===== src/rtl/seg7_pkg.sv =====
// Glyph constants and helpers for the seven-segment scan driver.
// Segment vectors are active-low, ordered {a,b,c,d,e,f,g}: bit 6 is a, bit 0 is g.
package seg7_pkg;

  localparam int SEG_W = 7;

  localparam logic [SEG_W-1:0] SEG_0     = 7'b0000001;
  localparam logic [SEG_W-1:0] SEG_1     = 7'b1001111;
  localparam logic [SEG_W-1:0] SEG_2     = 7'b0010010;
  localparam logic [SEG_W-1:0] SEG_3     = 7'b0000110;
  localparam logic [SEG_W-1:0] SEG_4     = 7'b1001100;
  localparam logic [SEG_W-1:0] SEG_5     = 7'b0100100;
  localparam logic [SEG_W-1:0] SEG_6     = 7'b0100000;
  localparam logic [SEG_W-1:0] SEG_7     = 7'b0001111;
  localparam logic [SEG_W-1:0] SEG_8     = 7'b0000000;
  localparam logic [SEG_W-1:0] SEG_9     = 7'b0000100;
  localparam logic [SEG_W-1:0] SEG_A     = 7'b0001000;
  localparam logic [SEG_W-1:0] SEG_B     = 7'b1100000;
  localparam logic [SEG_W-1:0] SEG_C     = 7'b0110001;
  localparam logic [SEG_W-1:0] SEG_D     = 7'b1000010;
  localparam logic [SEG_W-1:0] SEG_E     = 7'b0110000;
  localparam logic [SEG_W-1:0] SEG_F     = 7'b0111000;
  localparam logic [SEG_W-1:0] SEG_BLANK = 7'b1111111;

  function automatic logic [SEG_W-1:0] glyph(input logic [3:0] nib);
    logic [SEG_W-1:0] g;
    case (nib)
      4'h0:    g = SEG_0;
      4'h1:    g = SEG_1;
      4'h2:    g = SEG_2;
      4'h3:    g = SEG_3;
      4'h4:    g = SEG_4;
      4'h5:    g = SEG_5;
      4'h6:    g = SEG_6;
      4'h7:    g = SEG_7;
      4'h8:    g = SEG_8;
      4'h9:    g = SEG_9;
      4'hA:    g = SEG_A;
      4'hB:    g = SEG_B;
      4'hC:    g = SEG_C;
      4'hD:    g = SEG_D;
      4'hE:    g = SEG_E;
      default: g = SEG_F;
    endcase
    return g;
  endfunction

endpackage


===== src/rtl/seg7_encode.sv =====
// Combinational nibble-to-segment encoder with BCD/hex selection and forced blanking.
module seg7_encode
  import seg7_pkg::*;
(
  input  logic [3:0]       nibble,
  input  logic             hex_mode,
  input  logic             blank,
  output logic [SEG_W-1:0] seg
);

  // In BCD mode the A-F codes are not valid digits, so they show nothing.
  always_comb begin
    if (blank || (!hex_mode && (nibble > 4'd9))) begin
      seg = SEG_BLANK;
    end else begin
      seg = glyph(nibble);
    end
  end

endmodule


===== src/rtl/seg7_scan_driver.sv =====
// Time-multiplexed common-anode display driver: double-buffered nibble value,
// one digit per DIV-cycle slot, registered active-low anode/segment outputs.
module seg7_scan_driver
  import seg7_pkg::*;
#(
  parameter int DIGITS = 4,
  parameter int DIV    = 50000
) (
  input  logic                  clk,
  input  logic                  rst,
  input  logic [4*DIGITS-1:0]   value,
  input  logic                  load,
  input  logic                  hex_mode,
  input  logic                  blank_lz,
  output logic [DIGITS-1:0]     an,
  output logic [SEG_W-1:0]      seg,
  output logic                  frame_done,
  output logic                  pending
);

  localparam int DIV_W = (DIV > 1) ? $clog2(DIV) : 1;
  localparam int IDX_W = (DIGITS > 1) ? $clog2(DIGITS) : 1;
  localparam logic [DIV_W-1:0] DIV_LAST = DIV_W'(DIV - 1);
  localparam logic [IDX_W-1:0] IDX_LAST = IDX_W'(DIGITS - 1);

  logic [DIV_W-1:0]    div_cnt;
  logic [IDX_W-1:0]    idx;
  logic [4*DIGITS-1:0] pend_buf;
  logic [4*DIGITS-1:0] shadow;

  logic                slot_end;
  logic                frame_wrap;
  logic [3:0]          cur_nibble;
  logic [DIGITS-1:0]   lz_mask;
  logic                cur_blank;
  logic [SEG_W-1:0]    enc_seg;

  assign slot_end   = (div_cnt == DIV_LAST);
  assign frame_wrap = slot_end && (idx == IDX_LAST);
  assign cur_nibble = shadow[4*idx +: 4];

  // lz_mask[i] is set when digit i and every digit above it are zero; digit 0 stays lit.
  always_comb begin : lz_scan
    logic above_zero;
    above_zero = 1'b1;
    lz_mask    = '0;
    for (int i = DIGITS - 1; i > 0; i--) begin
      above_zero = above_zero && (shadow[4*i +: 4] == 4'd0);
      lz_mask[i] = above_zero;
    end
  end

  assign cur_blank = blank_lz && lz_mask[idx];

  seg7_encode u_encode (
    .nibble   (cur_nibble),
    .hex_mode (hex_mode),
    .blank    (cur_blank),
    .seg      (enc_seg)
  );

  // The transfer reads pend_buf before a same-edge load overwrites it, so the
  // load assignments come last and win on pending.
  always_ff @(posedge clk) begin
    if (rst) begin
      div_cnt    <= '0;
      idx        <= '0;
      pend_buf   <= '0;
      shadow     <= '0;
      pending    <= 1'b0;
      an         <= '1;
      seg        <= SEG_BLANK;
      frame_done <= 1'b0;
    end else begin
      div_cnt <= slot_end ? '0 : div_cnt + DIV_W'(1);
      if (slot_end) begin
        idx <= (idx == IDX_LAST) ? '0 : idx + IDX_W'(1);
      end
      frame_done <= frame_wrap;
      an         <= ~(DIGITS'(1) << idx);
      seg        <= enc_seg;
      if (frame_wrap && pending) begin
        shadow  <= pend_buf;
        pending <= 1'b0;
      end
      if (load) begin
        pend_buf <= value;
        pending  <= 1'b1;
      end
    end
  end

endmodule


===== config.mk =====
export PLATFORM = sky130hd
export DESIGN_NAME = seg7_scan_driver
export DESIGN_NICKNAME = d
export VERILOG_FILES = /design/src/rtl/seg7_pkg.sv /design/src/rtl/seg7_encode.sv /design/src/rtl/seg7_scan_driver.sv
export SDC_FILE = /design/constraint.sdc
export NUM_CORES = 1
export LEC_CHECK = 0
export BUFFER_PORTS_ARGS = -buffer_cell sky130_fd_sc_hd__buf_2
export CAP_MARGIN = 20
export CELL_PAD_IN_SITES_DETAIL_PLACEMENT = 1
export CELL_PAD_IN_SITES_GLOBAL_PLACEMENT = 1
export CORE_MARGIN = 2
export CORE_UTILIZATION = 47
export DETAILED_ROUTE_END_ITERATION = 16
export HOLD_SLACK_MARGIN = 0.08
export PLACE_DENSITY = 0.9
export SLEW_MARGIN = 20
export SYNTH_ARGS = -nofsm -noshare
export SYNTH_HDL_FRONTEND = slang
export SYNTH_SLANG_ARGS = --single-unit

===== constraint.sdc =====
create_clock -name clk -period 5.65 [get_ports clk]
set_clock_uncertainty 0.05 [all_clocks]
set_input_delay 0.2825 -clock clk [delete_from_list [all_inputs] [get_ports clk]]
set_output_delay 0.2825 -clock clk [all_outputs]
set_load 0.05 [all_outputs]

==> summary.txt, run 1 <==
CTS
  • Clock sink count: 63
  • Max H-tree Level: 3
  • Cts repair resizes: 0
  • Worst skew pair latency: 0.34 ns
  • Setup Fix Bufs, Post-CTS: 0
  • Clock root cell: clkbuf_8
  • Hold buffers post-CTS: 0
  • Total CTS buffers: 9
  • Worst-path clk slew: 0.07 ns
  • CTS tree: yes
  • Clock buffer depth: 2

Worst setup path
  • CP startpoint kind: flip-flop
  • Max stage delay on crit path: 0.66 ns
  • Crit Path Class: flip-flop to flip-flop
  • CP arrival: 3.27 ns
  • CP Cell Sequence: mux4_2 -> inv_1 -> ha_1 -> o21ai_0 -> o22ai_1 -> a21oi_1 -> a311oi_2 -> o221ai_1
  • Slowest CP cell: dfxtp_1
  • Critical path peak fanout: 13
  • Crit. End Element: flip-flop
  • Critical Path RT: 5.79 ns

Timing
  • Sum Neg Setup Slack: 0 ns
  • Unrepaired setup endpoints after global routing: false
  • Worst Max-Slew Pin Slew: 0.740 ns
  • Final hold vios: 0
  • Final Setup Violations: 0
  • Setup ws final: between 2 and 3 ns
  • Max-slew headroom: 50.5%
  • Post-route minimum period: about 3.1 ns
  • Pins Over Slew Limit: 0
  • Fmax: 320 MHz
  • Hold_ws: 0.127 ns
  • Period utilization: a little under three fifths

Power
  • Leak: 1.23 nW
  • Switching Share: about a quarter
  • Internal power: around 0.63 mW
  • Comb pwr share: 5.8%
  • Pwr Density: 271 nW/um2
  • Clk pwr share: 38.3%
  • Sequential fraction of design power: 55.9%
  • Max rail drop VDD: 0.000132 V
  • Psw: 0.201 mW

Detailed routing
  • Vias/cell: 5.53
  • DRC viols: 0
  • Remaining antenna violation count: 0
  • Avg WL per Cell: 16.6 um
  • Total routed wirelength: 6.63 mm
  • Iteration-0 DRC count of the detailed router: roughly 110
  • Routed via count: 2,206
  • Pre-antenna DRT Iters: 4

Synth
  • Post-synth EDFFs: 0
  • Synth warnings: 0
  • Netlist cell types: 36
  • #FFs+latches synth: 63
  • Mean Syn Cell Area: 9.28 um2
  • Top FF cell, synth: dfxtp_1
  • Cells after synthesis: 294
  • Post-Syn Area: 2730 um2
  • Net Count, Synth: around 330
  • Register area share after synthesis: between 40 and 50%
  • FFs w/ async S/R, synth: 0%

Floorplan
  • Die height: approximately 80 um
  • Die W: 80.2 um
  • Die area: 6430 um2
  • Row cnt: 27
  • Initial Util: between 40% and 50%
  • Core area: 5540 um2
  • Top-Level Pins: 34

Placement
  • Post-DP HPWL: 4.60 mm
  • I/O Buffers: 33
  • Cell total after placement: approximately 390
  • Worst slack, placed: 2.62 ns
  • Post-DP Area: 2920 um2
  • GPL Wtd Cong: just under 1

Hold path
  • Worst min-delay path class: input pin to flip-flop

Cells and area
  • Synth-to-Final Area Change: 12.2%
  • Final cell count without fillers: 399
  • Design area: 3060 um2
  • Fraction of layout cells with a size suffix above 1: 17.7%
  • Diodes inserted: 0
  • Commonest non-fill, non-tap cells in the layout: dfxtp_1, nor2_1, buf_2
  • Layout net count: around 360
  • Most common cell after layout, fill and taps aside: dfxtp_1

Global routing
  • Gr busiest metal: met2
  • Largest net degree at the start of global routing: 42
  • M1 GR Usage: 28.4%
  • GR Util met2: 37.7%
  • Tot GR Track Use: 23.2%
  • Antenna violations before repair: 0
  • Global route total overflow: 0
  • Global-route wire length before repair: 11.2 mm
  • Met3 Use GR: 7.19%
  • Vias in the first global route: around 2,300

Run status
  • Run status: finished, final reports clean

Run
  • MaxCap Viol Count: 0
synth_stat cells (all sizes together) (2+ instances only):
master	count	area share, %
a21oi	22	4.0
buf	5	1.2
clkbuf	9	1.2
dfxtp	63	46
ha	11	5.0
inv	8	1.1
mux2	6	2.5
mux2i	22	8.1
mux4	2	1.7
nand2	28	3.9
nand2b	5	1.1
nand3	10	1.8
nand3b	2	0.55
nand4	2	0.46
nor2	43	6.5
nor3	3	0.73
nor4	3	0.69
o211ai	3	0.83
o21ai	21	3.9
o221ai	3	0.96
or4b	2	0.73
xnor2	7	2.2
xor2	7	2.2
registers in the layout, indices dropped and copies added (netlist names):
register    count
div_cnt        16
pend_buf       16
shadow         16
seg             7
an              4
idx             2
frame_done      1
pending         1
cells by family after synthesis:
kind of cell             count (synthesis)  share of synthesized area (%)
AND/OR/NAND/NOR                        102                           17.7
flip-flops                              63                           46.2
AO/OA/AOI/OAI                           52                           10.7
multiplexers                            30                           12.2
buffers and inverters                   22                           3.58
XOR/XNOR                                14                           4.50
adder cells (fa/ha/maj)                 11                           5.05
power groups by stage:
stage	registers (mW)	logic, mW	clock network (mW)
after floorplan	0.482	0.0235	0
after global placement	0.472	0.0469	0
after detailed placement	0.473	0.0485	0
after CTS	0.463	0.0487	0.323
after global routing	0.464	0.0531	0.348
final	0.463	0.0480	0.317
worst max-delay path: cells and delay by family (launching register included):
family / cells / cell delay, ns
compound gates: 5 / 1.15
flops: 1 / 0.66
mux: 1 / 0.66
fa+ha+maj: 1 / 0.30
buf+inv: 1 / 0.14
metrics by stage:
stage                     util (%)  total power, mW
after global routing          55.2            0.865
after CTS                     55.2            0.835
after global placement        52.6            0.519
final                         55.2            0.828
after detailed placement      52.6            0.521
after floorplan                  -            0.506
final timing paths:
path	startpoint	end	slack, ns	cells past startpoint
setup / recovery	idx[0]$_SDFFE_PP0N_	seg[2]$_SDFF_PP1_	2.52	8
hold / removal	value[13]	pend_buf[13]$_SDFFE_PP0P_	0.13	3
setup reg to reg	idx[0]$_SDFFE_PP0N_	seg[2]$_SDFF_PP1_	2.52	8
hold reg to reg	pend_buf[4]$_SDFFE_PP0P_	shadow[4]$_SDFFE_PP0P_	0.41	2
cell type report:
type / instances / area [um2]
Clock inverter: 2 / 10.0
Timing Repair Buffer: 33 / 165
Tap cell: 72 / 90.1
Sequential cell: 63 / 1260
Multi-Input combinational cell: 209 / 1370
Inverter: 8 / 30.0
Clock buffer: 12 / 135
Fill cell: 677 / 2480
layer usage:
layer	wire [um]	up-vias
met5	0	-
met4	157	0
met3	265	14
met2	3230	56
met1	2980	1067
li1	-	1069
Note: power is estimated with default switching activity, not from simulation.
==> run 2: changes to the inputs <==
Settings changed: ABC_AREA set to 1, CORE_UTILIZATION 47 to 42, PLACE_DENSITY 0.9 to 0.86.
Clock period 5.65 ns to 3.15 ns, I/O delays scaled along.
==> run 2 against run 1 <==
Effect of this change:
- synthesized cell count up 35%
- clock power rose to 2.7 times the previous value
- hold slack better by 0.027 ns
- wire length up 8.1%
- register-to-register slack worse by 1.5 ns
- largest power group is now clock
- highest routed layer unchanged
==> summary.txt, run 2 <==
Run
  • MaxCap Viol Count: 0

Synth
  • Mean Syn Cell Area: 7.39 um2
  • Post-synthesis simple-gate area fraction: 32.2%
  • Register area share after synthesis: a little over two fifths
  • Synth Area in Compound Gates: 10.1%
  • Synth top area share: between 40% and 50%
  • Net Count, Synth: 429
  • Netlist cell types: 26
  • Fraction of synthesized cell area in xor and xnor cells: 0.896%
  • Adder-Cell Fraction of Synth Area: under 10%
  • Post-Syn Area: roughly 2900 um2
  • Mux contribution to synthesized area: 0%
  • Cells after synthesis: approximately 400
  • #FFs+latches synth: 63
  • Yosys top cell by area: dfxtp_1
  • Synth top area cells: dfxtp_1, nand2_1, nor2_1
  • FFs w/ async S/R, synth: 0%
  • Top FF cell, synth: dfxtp_1
  • Post-synth EDFFs: 0
  • Post-synth top cells: nand2_1, dfxtp_1, nor2_1
  • Largest family of logic cells by synthesized area: simple AND/OR/NAND/NOR gates
  • Count leader, synth: nand2_1
  • Synth warnings: 0

Cells and area
  • Commonest non-fill, non-tap cells in the layout: nand2_1, dfxtp_1, nor2_1
  • Final cell count without fillers: ~540
  • Biggest regs: div_cnt: 16 flops, pend_buf: 16 flops, shadow: 16 flops
  • Fraction of layout cells with a size suffix above 1: between 10 and 15%
  • Layout net count: ~470
  • Most common cell after layout, fill and taps aside: nand2_1
  • Fillcell total: approximately 860
  • Synth-to-Final Area Change: 18.7%
  • Diodes inserted: 0

Power
  • Max rail drop VDD: 0.000258 V
  • Leak: 1.37 nW
  • Sequential fraction of design power: around 47%
  • Internal power: 1.39 mW
  • Psw: 0.404 mW
  • Clk pwr share: between 40% and 50%
  • Comb pwr share: 5.6%
  • Pwr Density: 514 nW/um2
  • Switching Share: between 20% and 30%

Detailed routing
  • Avg WL per Cell: 13.2 um
  • Pre-antenna DRT Iters: 4
  • Vias/cell: 4.95
  • Total routed wirelength: a little over 7 mm
  • Iteration-0 DRC count of the detailed router: 67
  • Routed via count: about 2,700
  • DRC viols: 0
  • Remaining antenna violation count: 0

Placement
  • I/O Buffers: 33
  • Post-DP HPWL: just under 5 mm
  • GPL Wtd Cong: 0.827
  • Cell total after placement: 511
  • Worst slack, placed: between 0.9 and 1 ns

Global routing
  • Largest net degree at the start of global routing: 23
  • Antenna violations before repair: 0
  • Global-route wire length before repair: 12.5 mm
  • Global route total overflow: 0
  • Vias in the first global route: ~2,800
  • Tot GR Track Use: about 20%

Worst setup path
  • Max stage delay on crit path: 0.55 ns
  • CP startpoint kind: flip-flop
  • Critical Path Most Common Cell: nand2_1
  • CP arrival: 2.35 ns
  • Crit. End Element: flip-flop
  • Slowest CP cell: dfxtp_1
  • CP Cell Sequence: inv_2 -> nor2_1 -> nor2_1 -> o21ai_0 -> nand2_1 -> inv_1 -> ha_1 -> nand2_1 -> nand2_1 -> nor2_2 -> nor2_4 -> nand2_1
  • Crit Path Class: flip-flop to flip-flop
  • Critical Path RT: 3.33 ns
  • Critical path peak fanout: 12

Timing
  • Post-route minimum period: 2.18 ns
  • Fmax: 460 MHz
  • Setup ws final: roughly 1 ns
  • Pins Over Slew Limit: 0
  • Period utilization: 69.1%
  • Worst Max-Slew Pin Slew: 0.700 ns
  • Sum Neg Setup Slack: 0 ns
  • Final hold vios: 0
  • Unrepaired setup endpoints after global routing: false
  • Hold_ws: roughly 0.15 ns
  • Final Setup Violations: 0
  • Max-slew headroom: 53.3%

CTS
  • Clock sink count: 63
  • Clock buffer depth: 2
  • Clock root cell: clkbuf_8
  • CTS tree: yes
  • Total CTS buffers: 9
  • Cts repair resizes: 0
  • Max H-tree Level: 3
  • Setup Fix Bufs, Post-CTS: 0
  • Worst-path clk slew: roughly 0.070 ns
  • Worst skew pair latency: 0.35 ns

Floorplan
  • Initial Util: 43.2%
  • Top-Level Pins: 34
  • Core area: 6790 um2
  • Die area: 7670 um2
  • Die height: between 80 and 90 um
  • Row cnt: 30
  • Die W: 87.6 um

Hold path
  • Worst min-delay path class: input pin to flip-flop

Run status
  • Run status: finished, final reports clean
run 2: cell types whose count changed after synthesis, moves of 6 or more:
cell / change
nand2_1: +67
o21ai_0: +23
mux2i_1: -22
inv_1: +21
nand4_1: +18
o21ai_1: -18
nor2_1: +16
nand3_1: +10
a21oi_1: +8
xnor2_1: -7
buf_6: +6
mux2_2: -6
run 2: cell families after synthesis:
| group | after synthesis |
|---|---|
| DFF | 63 |
| adders and majority gates | 11 |
| xor gates and xnor gates | 3 |
| buffers and inverters | 48 |
| and+or+nand+nor | 214 |
| AOI/OAI and AO/OA | 58 |
run 2: per-stage QoR:
stage | utilization [%] | cell area (um2) | total power [mW]
finish | 51.2 | 3480 | 1.79
global route | 51.2 | 3480 | 1.85
floorplan | - | 2930 | 0.910
global placement | 45.4 | 3080 | 0.934
detailed placement | 45.4 | 3080 | 0.936
CTS | 51.2 | 3480 | 1.80
run 2: path summary, 6_finish.rpt:
kind / from / end / slack (ns) / depth (start not counted)
max reg2reg: idx[0]$_SDFFE_PP0N_ / seg[0]$_SDFF_PP1_ / 0.97 / 12
min: rst / pending$_SDFFE_PP0P_ / 0.15 / 2
max: idx[0]$_SDFFE_PP0N_ / seg[0]$_SDFF_PP1_ / 0.97 / 12
min reg2reg: div_cnt[0]$_SDFF_PP0_ / div_cnt[0]$_SDFF_PP0_ / 0.41 / 1
run 2: power by group through the flow:
| stage | Sequential, mW | Combinational (mW) | Clock [mW] |
|---|---|---|---|
| finish | 0.834 | 0.0999 | 0.856 |
| global placement | 0.851 | 0.0823 | 0 |
| floorplan | 0.866 | 0.0439 | 0 |
| global route | 0.837 | 0.110 | 0.904 |
| CTS | 0.834 | 0.0999 | 0.867 |
| detailed placement | 0.852 | 0.0844 | 0 |
run 2: layer usage:
layer	vias up	part of all wire, %	global-route usage [%]
met5	-	0	0
met4	0	1.9	8.53
met3	15	2.5	3.96
met2	45	49	36.2
met1	1246	47	24.6
li1	1380	-	-
run 2: cell type report:
| cell class | instances | area, um2 | area share (%) |
|---|---|---|---|
| Sequential cell | 63 | 1260 | 36.2 |
| Clock buffer | 11 | 131 | 3.77 |
| Inverter | 31 | 116 | 3.34 |
| Clock inverter | 5 | 106 | 3.06 |
| Timing Repair Buffer | 51 | 340 | 9.78 |
| Multi-Input combinational cell | 286 | 1410 | 40.4 |
| Tap cell | 96 | 120 | 3.45 |
run 2: what timing repair did:
item / CTS / global route
setup endpoints to repair: 0 / 0
endpoints found under the hold margin: 16 / 0
hold buffers: 16 / 0
run 2: critical path: cells and delay by family (launching register included):
kind	cells	cell delay, ns
compound gates	1	0.08
flops	1	0.55
simple gates	8	0.82
fa+ha+maj	1	0.22
buf+inv	2	0.34
